[src/rtl/vga_scan_out.sv]
// VGA raster scan generator: pixel-rate divider, h/v counters, and a registered
// sync/colour stage that lags the counters by exactly one pixel period.
module vga_scan_out #(
    parameter int CLK_DIV   = 2,
    parameter int H_VISIBLE = 640,
    parameter int H_FP      = 16,
    parameter int H_SYNC    = 96,
    parameter int H_BP      = 48,
    parameter int V_VISIBLE = 480,
    parameter int V_FP      = 10,
    parameter int V_SYNC    = 2,
    parameter int V_BP      = 33,
    parameter int HS_POL    = 0,
    parameter int VS_POL    = 0
) (
    input  logic       clk,
    input  logic       reset_n,
    input  logic [3:0] red_in,
    input  logic [3:0] green_in,
    input  logic [3:0] blue_in,
    output logic [9:0] x,
    output logic [9:0] y,
    output logic       active,
    output logic       frame_start,
    output logic       vga_hs,
    output logic       vga_vs,
    output logic [3:0] vga_r,
    output logic [3:0] vga_g,
    output logic [3:0] vga_b
);

    localparam int H_TOTAL = H_VISIBLE + H_FP + H_SYNC + H_BP;
    localparam int V_TOTAL = V_VISIBLE + V_FP + V_SYNC + V_BP;
    localparam int DIV_W   = (CLK_DIV > 1) ? $clog2(CLK_DIV) : 1;

    localparam logic [DIV_W-1:0] DIV_LAST = DIV_W'(CLK_DIV - 1);
    localparam logic [9:0] H_LAST   = 10'(H_TOTAL - 1);
    localparam logic [9:0] V_LAST   = 10'(V_TOTAL - 1);
    localparam logic [9:0] H_VIS    = 10'(H_VISIBLE);
    localparam logic [9:0] V_VIS    = 10'(V_VISIBLE);
    localparam logic [9:0] HS_FIRST = 10'(H_VISIBLE + H_FP);
    localparam logic [9:0] HS_LAST  = 10'(H_VISIBLE + H_FP + H_SYNC - 1);
    localparam logic [9:0] VS_FIRST = 10'(V_VISIBLE + V_FP);
    localparam logic [9:0] VS_LAST  = 10'(V_VISIBLE + V_FP + V_SYNC - 1);
    localparam logic       HS_ON    = 1'(HS_POL);
    localparam logic       VS_ON    = 1'(VS_POL);

    logic [DIV_W-1:0] div_cnt;
    logic             pix_en;
    logic [9:0]       h_cnt;
    logic [9:0]       v_cnt;
    logic             hs_zone;
    logic             vs_zone;

    assign pix_en = (div_cnt == DIV_LAST);

    always_ff @(posedge clk or negedge reset_n) begin
        if (!reset_n) begin
            div_cnt <= '0;
        end else if (pix_en) begin
            div_cnt <= '0;
        end else begin
            div_cnt <= div_cnt + 1'b1;
        end
    end

    // Stage 0: raster position, advanced once per pixel period
    always_ff @(posedge clk or negedge reset_n) begin
        if (!reset_n) begin
            h_cnt <= '0;
            v_cnt <= '0;
        end else if (pix_en) begin
            if (h_cnt == H_LAST) begin
                h_cnt <= '0;
                v_cnt <= (v_cnt == V_LAST) ? 10'd0 : v_cnt + 10'd1;
            end else begin
                h_cnt <= h_cnt + 10'd1;
            end
        end
    end

    assign x           = h_cnt;
    assign y           = v_cnt;
    assign active      = (h_cnt < H_VIS) && (v_cnt < V_VIS);
    assign frame_start = pix_en && (h_cnt == H_LAST) && (v_cnt == V_LAST);
    assign hs_zone     = (h_cnt >= HS_FIRST) && (h_cnt <= HS_LAST);
    assign vs_zone     = (v_cnt >= VS_FIRST) && (v_cnt <= VS_LAST);

    // Stage 1: DAC/sync registers, one pixel behind the counters
    always_ff @(posedge clk or negedge reset_n) begin
        if (!reset_n) begin
            vga_r  <= '0;
            vga_g  <= '0;
            vga_b  <= '0;
            vga_hs <= ~HS_ON;
            vga_vs <= ~VS_ON;
        end else if (pix_en) begin
            vga_r  <= active ? red_in   : 4'h0;
            vga_g  <= active ? green_in : 4'h0;
            vga_b  <= active ? blue_in  : 4'h0;
            vga_hs <= hs_zone ? HS_ON : ~HS_ON;
            vga_vs <= vs_zone ? VS_ON : ~VS_ON;
        end
    end

endmodule

[config.mk]
export PLATFORM = sky130hd
export DESIGN_NAME = vga_scan_out
export DESIGN_NICKNAME = d
export VERILOG_FILES = /design/src/rtl/vga_scan_out.sv
export SDC_FILE = /design/constraint.sdc
export NUM_CORES = 1
export LEC_CHECK = 0
export ABC_AREA = 1
export CORE_ASPECT_RATIO = 0.75
export CORE_MARGIN = 1.5
export CORE_UTILIZATION = 52
export DETAILED_ROUTE_END_ITERATION = 8
export PLACE_DENSITY = 0.85
export SYNTH_ARGS = -nofsm -noshare
export SYNTH_HDL_FRONTEND = slang
export SYNTH_SLANG_ARGS = --single-unit
[constraint.sdc]
create_clock -name clk -period 4 [get_ports clk]
set_input_delay 0.8 -clock clk [delete_from_list [all_inputs] [get_ports clk]]
set_output_delay 0.8 -clock clk [all_outputs]
set_load 0.02 [all_outputs]
# After elaboration in Yosys (flattened, before gate mapping)
# Cells that the tools add are included.
totals:
  reg_bits: 35
  latch_bits: 0
  ram_bits: 0
  romBits: 0
  input_bits: 14
  out_inout_bits: 36
  word_cells: 33
  memories: 0
classes:
  addsub: 3
  n_mul: 0
  div: 0
  magnitude_cmp: 6
  eq_ne: 2
  shift: 0
  n_mux: 8
  n_bitwise: 0
  n_reduce_logical: 6
op_table:
  columns: ["cell", "n"]
  rows:
  - ["10-bit by 1-bit adder with 10-bit output, second input constant", 2]
  - ["10-bit equality test, second input constant", 2]
  - ["10-bit 2-to-1 mux", 2]
  - ["4-bit 2-to-1 mux", 3]
  - ["10-bit >= comparator, second input constant", 1]
  - ["10-bit by 9-bit >= comparator with 1-bit output, second input constant", 1]
  - ["10-bit less-or-equal comparator, second input constant", 1]
  - ["10-bit by 9-bit less-or-equal comparator with 1-bit output, second input constant", 1]
  - ["10-bit less-than comparator, second input constant", 1]
  - ["10-bit by 9-bit less-than comparator with 1-bit output, second input constant", 1]
  - ["1-bit logical AND", 5]
  - ["1-bit 2-to-1 mux", 3]
  - ["2-bit AND reduction", 1]
  - ["1-bit adder, second input constant", 1]

# Longest topological paths before layout
depth:
  depth_word: 3
  mapped_depth: 8
  ltp_nobuf: 8

# Worst setup path after synthesis
# OpenSTA, ideal clock, no wires.
synth_timing:
  path_kind: "register to output"
  startpoint: "reg v_cnt[0], in the netlist y[0]"
  endpoint: "out frame_start"
  arrival_time_ns: 1.379
  required_ns: 3.200
  setup_slack_ns: 1.821
  path_stages_with_launch: 6
  path_buffers: 0
  cell_sequence: "dfrtp_1 -> inv_1 -> ha_1 -> nand3_1 -> nand3b_1 -> nor2_1"
synth_between:
  elab_chain_len: 2
synth_lines:
  columns: ["item", "line", "text"]
  rows:
  - ["start: declaration", "51", "logic [9:0] v_cnt;"]
  - ["start signal: assignment", "75", "v_cnt <= (v_cnt == V_LAST) ? 10'd0 : v_cnt + 10'd1;"]
  - ["10-bit equality test", "85", "assign frame_start = pix_en && (h_cnt == H_LAST) && (v_cnt == V_LAST);"]
  - ["1-bit logical AND", "85", null]
  - ["end: declaration", "24", "output logic frame_start,"]
# Every way passes these cells.

# Worst setup path in the final report
# Same ends and word-level chain as after synthesis.

==> out/results.md <==
| Stage | Metric | This run |
|:---|:---|:---|
| route | Via-per-instance ratio | 5.27 |
| critical path | Data arrival time of the critical path | 2.18 ns |
| critical path | Max FO, Critical Path | 7 |
| placed design | Port Buffers | 49 |
| sta | Final Hold Vio Count | 0 |
| logic synthesis | Post-Synthesis Net Count | 253 |
| critical path | Critical setup path kind | flip-flop to primary output |
| logic synthesis | Synthesized cell area | 0.00186 mm² |
| cts | Resized Gates After CTS | 0 |
| sta | Worst clock skew | 0.00850 ns |
| route | Mean routed wirelength per cell | 13.4 µm |
| critical path | First element of the critical path | y[0]$_DFFE_PN0P_ |
| cts | Setup Buffers After CTS | 0 |
| critical path | Worst Path Required | 3.20 ns |
| placed design | Number of placed cells counting well taps | 320 |
| critical path | Crit start category | flip-flop |
| power and ir drop | Pleak | 1.11 nW |
| logic synthesis | Distinct cell type count after synthesis | 27 |
| power and ir drop | Share of total power in combinational logic | 0.066 |
| sta | Fmax | 335 MHz |
| sta | Slew HR | 0.703 |
| route | Remaining antenna violation count | 0 |
| floorplan | Count of boundary I/O pins | 50 |
| power and ir drop | Share of total power consumed by net switching | 0.215 |
| final layout | Non-filler instance count after layout | 328 |
| cts | Hold buffers post-CTS | 0 |
| power and ir drop | Cell-internal power | 0.000542 W |
| run status | Run status | finished, final reports clean |
| critical path | Critical Path, Cell by Cell | inv_1 > ha_1 > nand3_1 > nand3b_1 > nor2_1 > clkdlybuf4s50_1 |
| critical path | Delay contributed by the slowest stage of the critical path | 0.61 ns |
| logic synthesis | Post-synth top area share | 0.444 |
| grt | Sum of overflow across all layers after global routing | 0 |
| placed design | Dpl cell area | 0.00237 mm² |
| power and ir drop | Largest vdd supply drop | 216 µV |
| logic synthesis | Number of storage elements in the synthesis netlist | 35 |
| logic synthesis | Sequential-to-total area share from yosys stat | 0.473 |
| sta | Least-Margin Pin Slew | 0.445 ns |
| power and ir drop | Final total power | 0.000690 W |
| cts | CTS clock-pin slew for the worst setup and hold paths | 0.06 ns |
| final layout | Antenna diodes | 0 |
| min path | Startpoint of the lowest-slack hold path | vga_r[0]$_DFFE_PN0P_ |
| sta | Accumulated negative setup slack | 0 ns |
| cts | Clock tree from TritonCTS | done |
| final layout | Final core utilization | 0.737 |
| sta | Fin crit period | 2.98 ns |
| final layout | Final std cell area, no fill | 0.00247 mm² |
| critical path | Endpoint class of the critical path | primary output |
| floorplan | Placeable core region | 0.00336 mm² |
| power and ir drop | Sequential Power Share | 0.527 |
| logic synthesis | Cell type with the highest aggregate area in the netlist | sky130_fd_sc_hd__dfrtp_1 |
| sta | Final worst path period share | 0.746 |
| grt | Pin count of the biggest net entering global routing | 36 |
| route | Number of detailed-routing iterations run before antenna repair | 5 |
| floorplan | Effective utilization at floorplan | 0.554 |
| placed design | Global placement routability congestion | 0.934 |
| floorplan | Die height | 54.8 µm |
| floorplan | Standard-cell rows | 18 |
| final layout | Final net count | 305 |
| logic synthesis | Syn Area/Cell | 7.91 µm² |
| route | Via count | 1729 |
| grt | All-layer global routing usage | 0.246 |
| grt | Vias in the first global route | 1547 |
| power and ir drop | Clk network pwr share | 0.407 |
| run | Maximum Capacitance Violations | 0 |
| route | Detailed-route wire length | 4.38 mm |
| grt | First-pass GRT wire length | 7.12 mm |
| cts | CTS H-tree lvls | 2 |
| cts | Longest Clk Path Bufs | 2 |
| cts | Clock network latency to the later pin of the worst-skew pair | 0.29 ns |
| min path | Worst Hold Class | flip-flop to flip-flop |
| grt | Number of antenna violations at the first check in global routing | 0 |
| route | Drt initial violations | 130 |
| cts | CTS Root Cell | sky130_fd_sc_hd__clkbuf_8 |
| logic synthesis | Number of warnings printed during yosys synthesis | 0 |
| critical path | Critical-path top delay cell | sky130_fd_sc_hd__clkdlybuf4s50_1 |
| floorplan | Die Area | 0.00394 mm² |
| power and ir drop | Power density of the placed cells | 279 mW/mm² |
| cts | Number of sinks driven by the clock tree | 35 |
| sta | Unrepaired setup endpoints after global routing | false |
| logic synthesis | Number of standard cells after synthesis | 235 |
| final layout | Fraction of final layout cells with drive strength greater than 1 | 0.0729 |
| power and ir drop | Net switching power figure | 0.000149 W |
| cts | Total clock buffers created by CTS | 5 |
| sta | Number of setup violations in the final report | 0 |
| sta | Pins over their slew limit | 0 |
| logic synthesis | Top area cells in the synthesized netlist | sky130_fd_sc_hd__dfrtp_1, sky130_fd_sc_hd__nand2_1, sky130_fd_sc_hd__o21ai_0 |
| final layout | Relative area change from synthesis to final layout | 33.1% |
| route | Remaining DRCs | 0 |
| critical path | Beginning of the worst register-to-register path | div_cnt$_DFF_PN0_ |
| placed design | DPL Wire Length | 3.20 mm |
| floorplan | Die span in x | 72.0 µm |
-- flip-flops by register name, summed over array words and instances (netlist names) --
signal,cells
x,10
y,10
div_cnt,1
vga_g,4
vga_vs,1
vga_hs,1
vga_r,4
vga_b,4
-- cell type report --
cell class / instances / area [µm²]
clock buffer: 8 / 100
timing repair buffer: 51 / 505
fill: 288 / 883
multi-input combinational: 167 / 837
inverter: 27 / 101
sequential: 35 / 878
tap: 40 / 50.0
-- path summary, 6_finish.rpt --
path                                              to  slack, ns  depth (start not counted)
worst max-delay path                     frame_start       1.02                          6
worst min-delay path            vga_r[0]$_DFFE_PN0P_       0.49                          2
worst max register to register      x[7]$_DFFE_PN0P_       2.32                          5
worst min register to register  vga_r[0]$_DFFE_PN0P_       0.49                          2
max in group asynchronous         vga_hs$_DFFE_PN1P_       2.73                          2
min in group asynchronous           y[5]$_DFFE_PN0P_       0.92                          2
-- power groups by stage --
stage          Sequential, W  Clock (W)  Combinational, W
2_1_floorplan       0.000378          0        0.00000459
6_report            0.000364   0.000281         0.0000453
3_3_place_gp        0.000370          0         0.0000457
5_1_grt             0.000364   0.000304         0.0000495
3_5_place_dp        0.000370          0         0.0000464
4_1_cts             0.000364   0.000288         0.0000463
-- per-stage QoR --
stage	setup WS [ns]	hold WS [ns]
2_1_floorplan	1.82	0.504
3_3_place_gp	1.40	0.466
3_5_place_dp	1.34	0.476
4_1_cts	0.998	0.493
5_1_grt	0.844	0.512
6_report	1.02	0.488
-- logic make-up (layout without fill, tap and decap cells) --
family / count (synthesis) / after routing / share of synthesized area
buf+inv: 33 / 86 / 0.0768
xor+xnor: 6 / 6 / 0.0283
compound gates: 32 / 32 / 0.0909
simple gates: 125 / 125 / 0.304
fa+ha+maj: 4 / 4 / 0.0269
flops: 35 / 35 / 0.473
-- cell usage in the layout (no fill, tap or decap) --
cell                              synthesis  routed
sky130_fd_sc_hd__o21ai_0                 24      24
sky130_fd_sc_hd__clkdlybuf4s50_1          0      49
sky130_fd_sc_hd__inv_2                    4       4
sky130_fd_sc_hd__nor3_1                   3       3
sky130_fd_sc_hd__ha_1                     4       4
sky130_fd_sc_hd__o21bai_1                 2       2
sky130_fd_sc_hd__xor2_1                   6       6
sky130_fd_sc_hd__dfrtp_1                 33      33
sky130_fd_sc_hd__clkbuf_8                 1       7
sky130_fd_sc_hd__o21ai_1                  3       3
sky130_fd_sc_hd__dfstp_2                  2       2
sky130_fd_sc_hd__or2_2                    2       2
sky130_fd_sc_hd__nand2_1                 68      68
sky130_fd_sc_hd__clkbuf_1                 2       1
sky130_fd_sc_hd__nor2_4                   2       2
sky130_fd_sc_hd__inv_1                   23      23
sky130_fd_sc_hd__nand4_4                  1       1
sky130_fd_sc_hd__a21oi_1                  1       1
sky130_fd_sc_hd__nand4_1                  9       9
sky130_fd_sc_hd__buf_4                    0       2
sky130_fd_sc_hd__nand3_1                 18      18
sky130_fd_sc_hd__nor2_1                  19      19
sky130_fd_sc_hd__o21a_1                   1       1
sky130_fd_sc_hd__nand3b_1                 2       2
sky130_fd_sc_hd__a31oi_1                  1       1
sky130_fd_sc_hd__nor2_2                   1       1
-- synthesized netlist by cell type --
master and number:
sky130_fd_sc_hd__a21oi_1 1, sky130_fd_sc_hd__a31oi_1 1, sky130_fd_sc_hd__buf_1 1, sky130_fd_sc_hd__buf_6 1, sky130_fd_sc_hd__clkbuf_1 2, sky130_fd_sc_hd__clkbuf_2 1, sky130_fd_sc_hd__clkbuf_8 1, sky130_fd_sc_hd__dfrtp_1 33
sky130_fd_sc_hd__dfstp_2 2, sky130_fd_sc_hd__ha_1 4, sky130_fd_sc_hd__inv_1 23, sky130_fd_sc_hd__inv_2 4, sky130_fd_sc_hd__nand2_1 68, sky130_fd_sc_hd__nand3_1 18, sky130_fd_sc_hd__nand3b_1 2, sky130_fd_sc_hd__nand4_1 9
sky130_fd_sc_hd__nand4_4 1, sky130_fd_sc_hd__nor2_1 19, sky130_fd_sc_hd__nor2_2 1, sky130_fd_sc_hd__nor2_4 2, sky130_fd_sc_hd__nor3_1 3, sky130_fd_sc_hd__o21a_1 1, sky130_fd_sc_hd__o21ai_0 24, sky130_fd_sc_hd__o21ai_1 3
sky130_fd_sc_hd__o21bai_1 2, sky130_fd_sc_hd__or2_2 2, sky130_fd_sc_hd__xor2_1 6
-- worst max-delay path: cells and delay by family, from the launching register on --
family / cells / cell delay [ns]
adder cells (fa/ha/maj): 1 / 0.16
AND/OR/NAND/NOR: 3 / 0.57
buffers and inverters: 2 / 0.73
flip-flops: 1 / 0.44
-- layer usage --
metal  GRT usage  up-vias  share of wire
met3      0.0700        5          0.087
met4      0.0849        0         0.0082
met2       0.373       80           0.43
li1            -      861              -
met5           0        -              0
met1       0.342      783           0.47
Power figures use the tool's default switching activity.
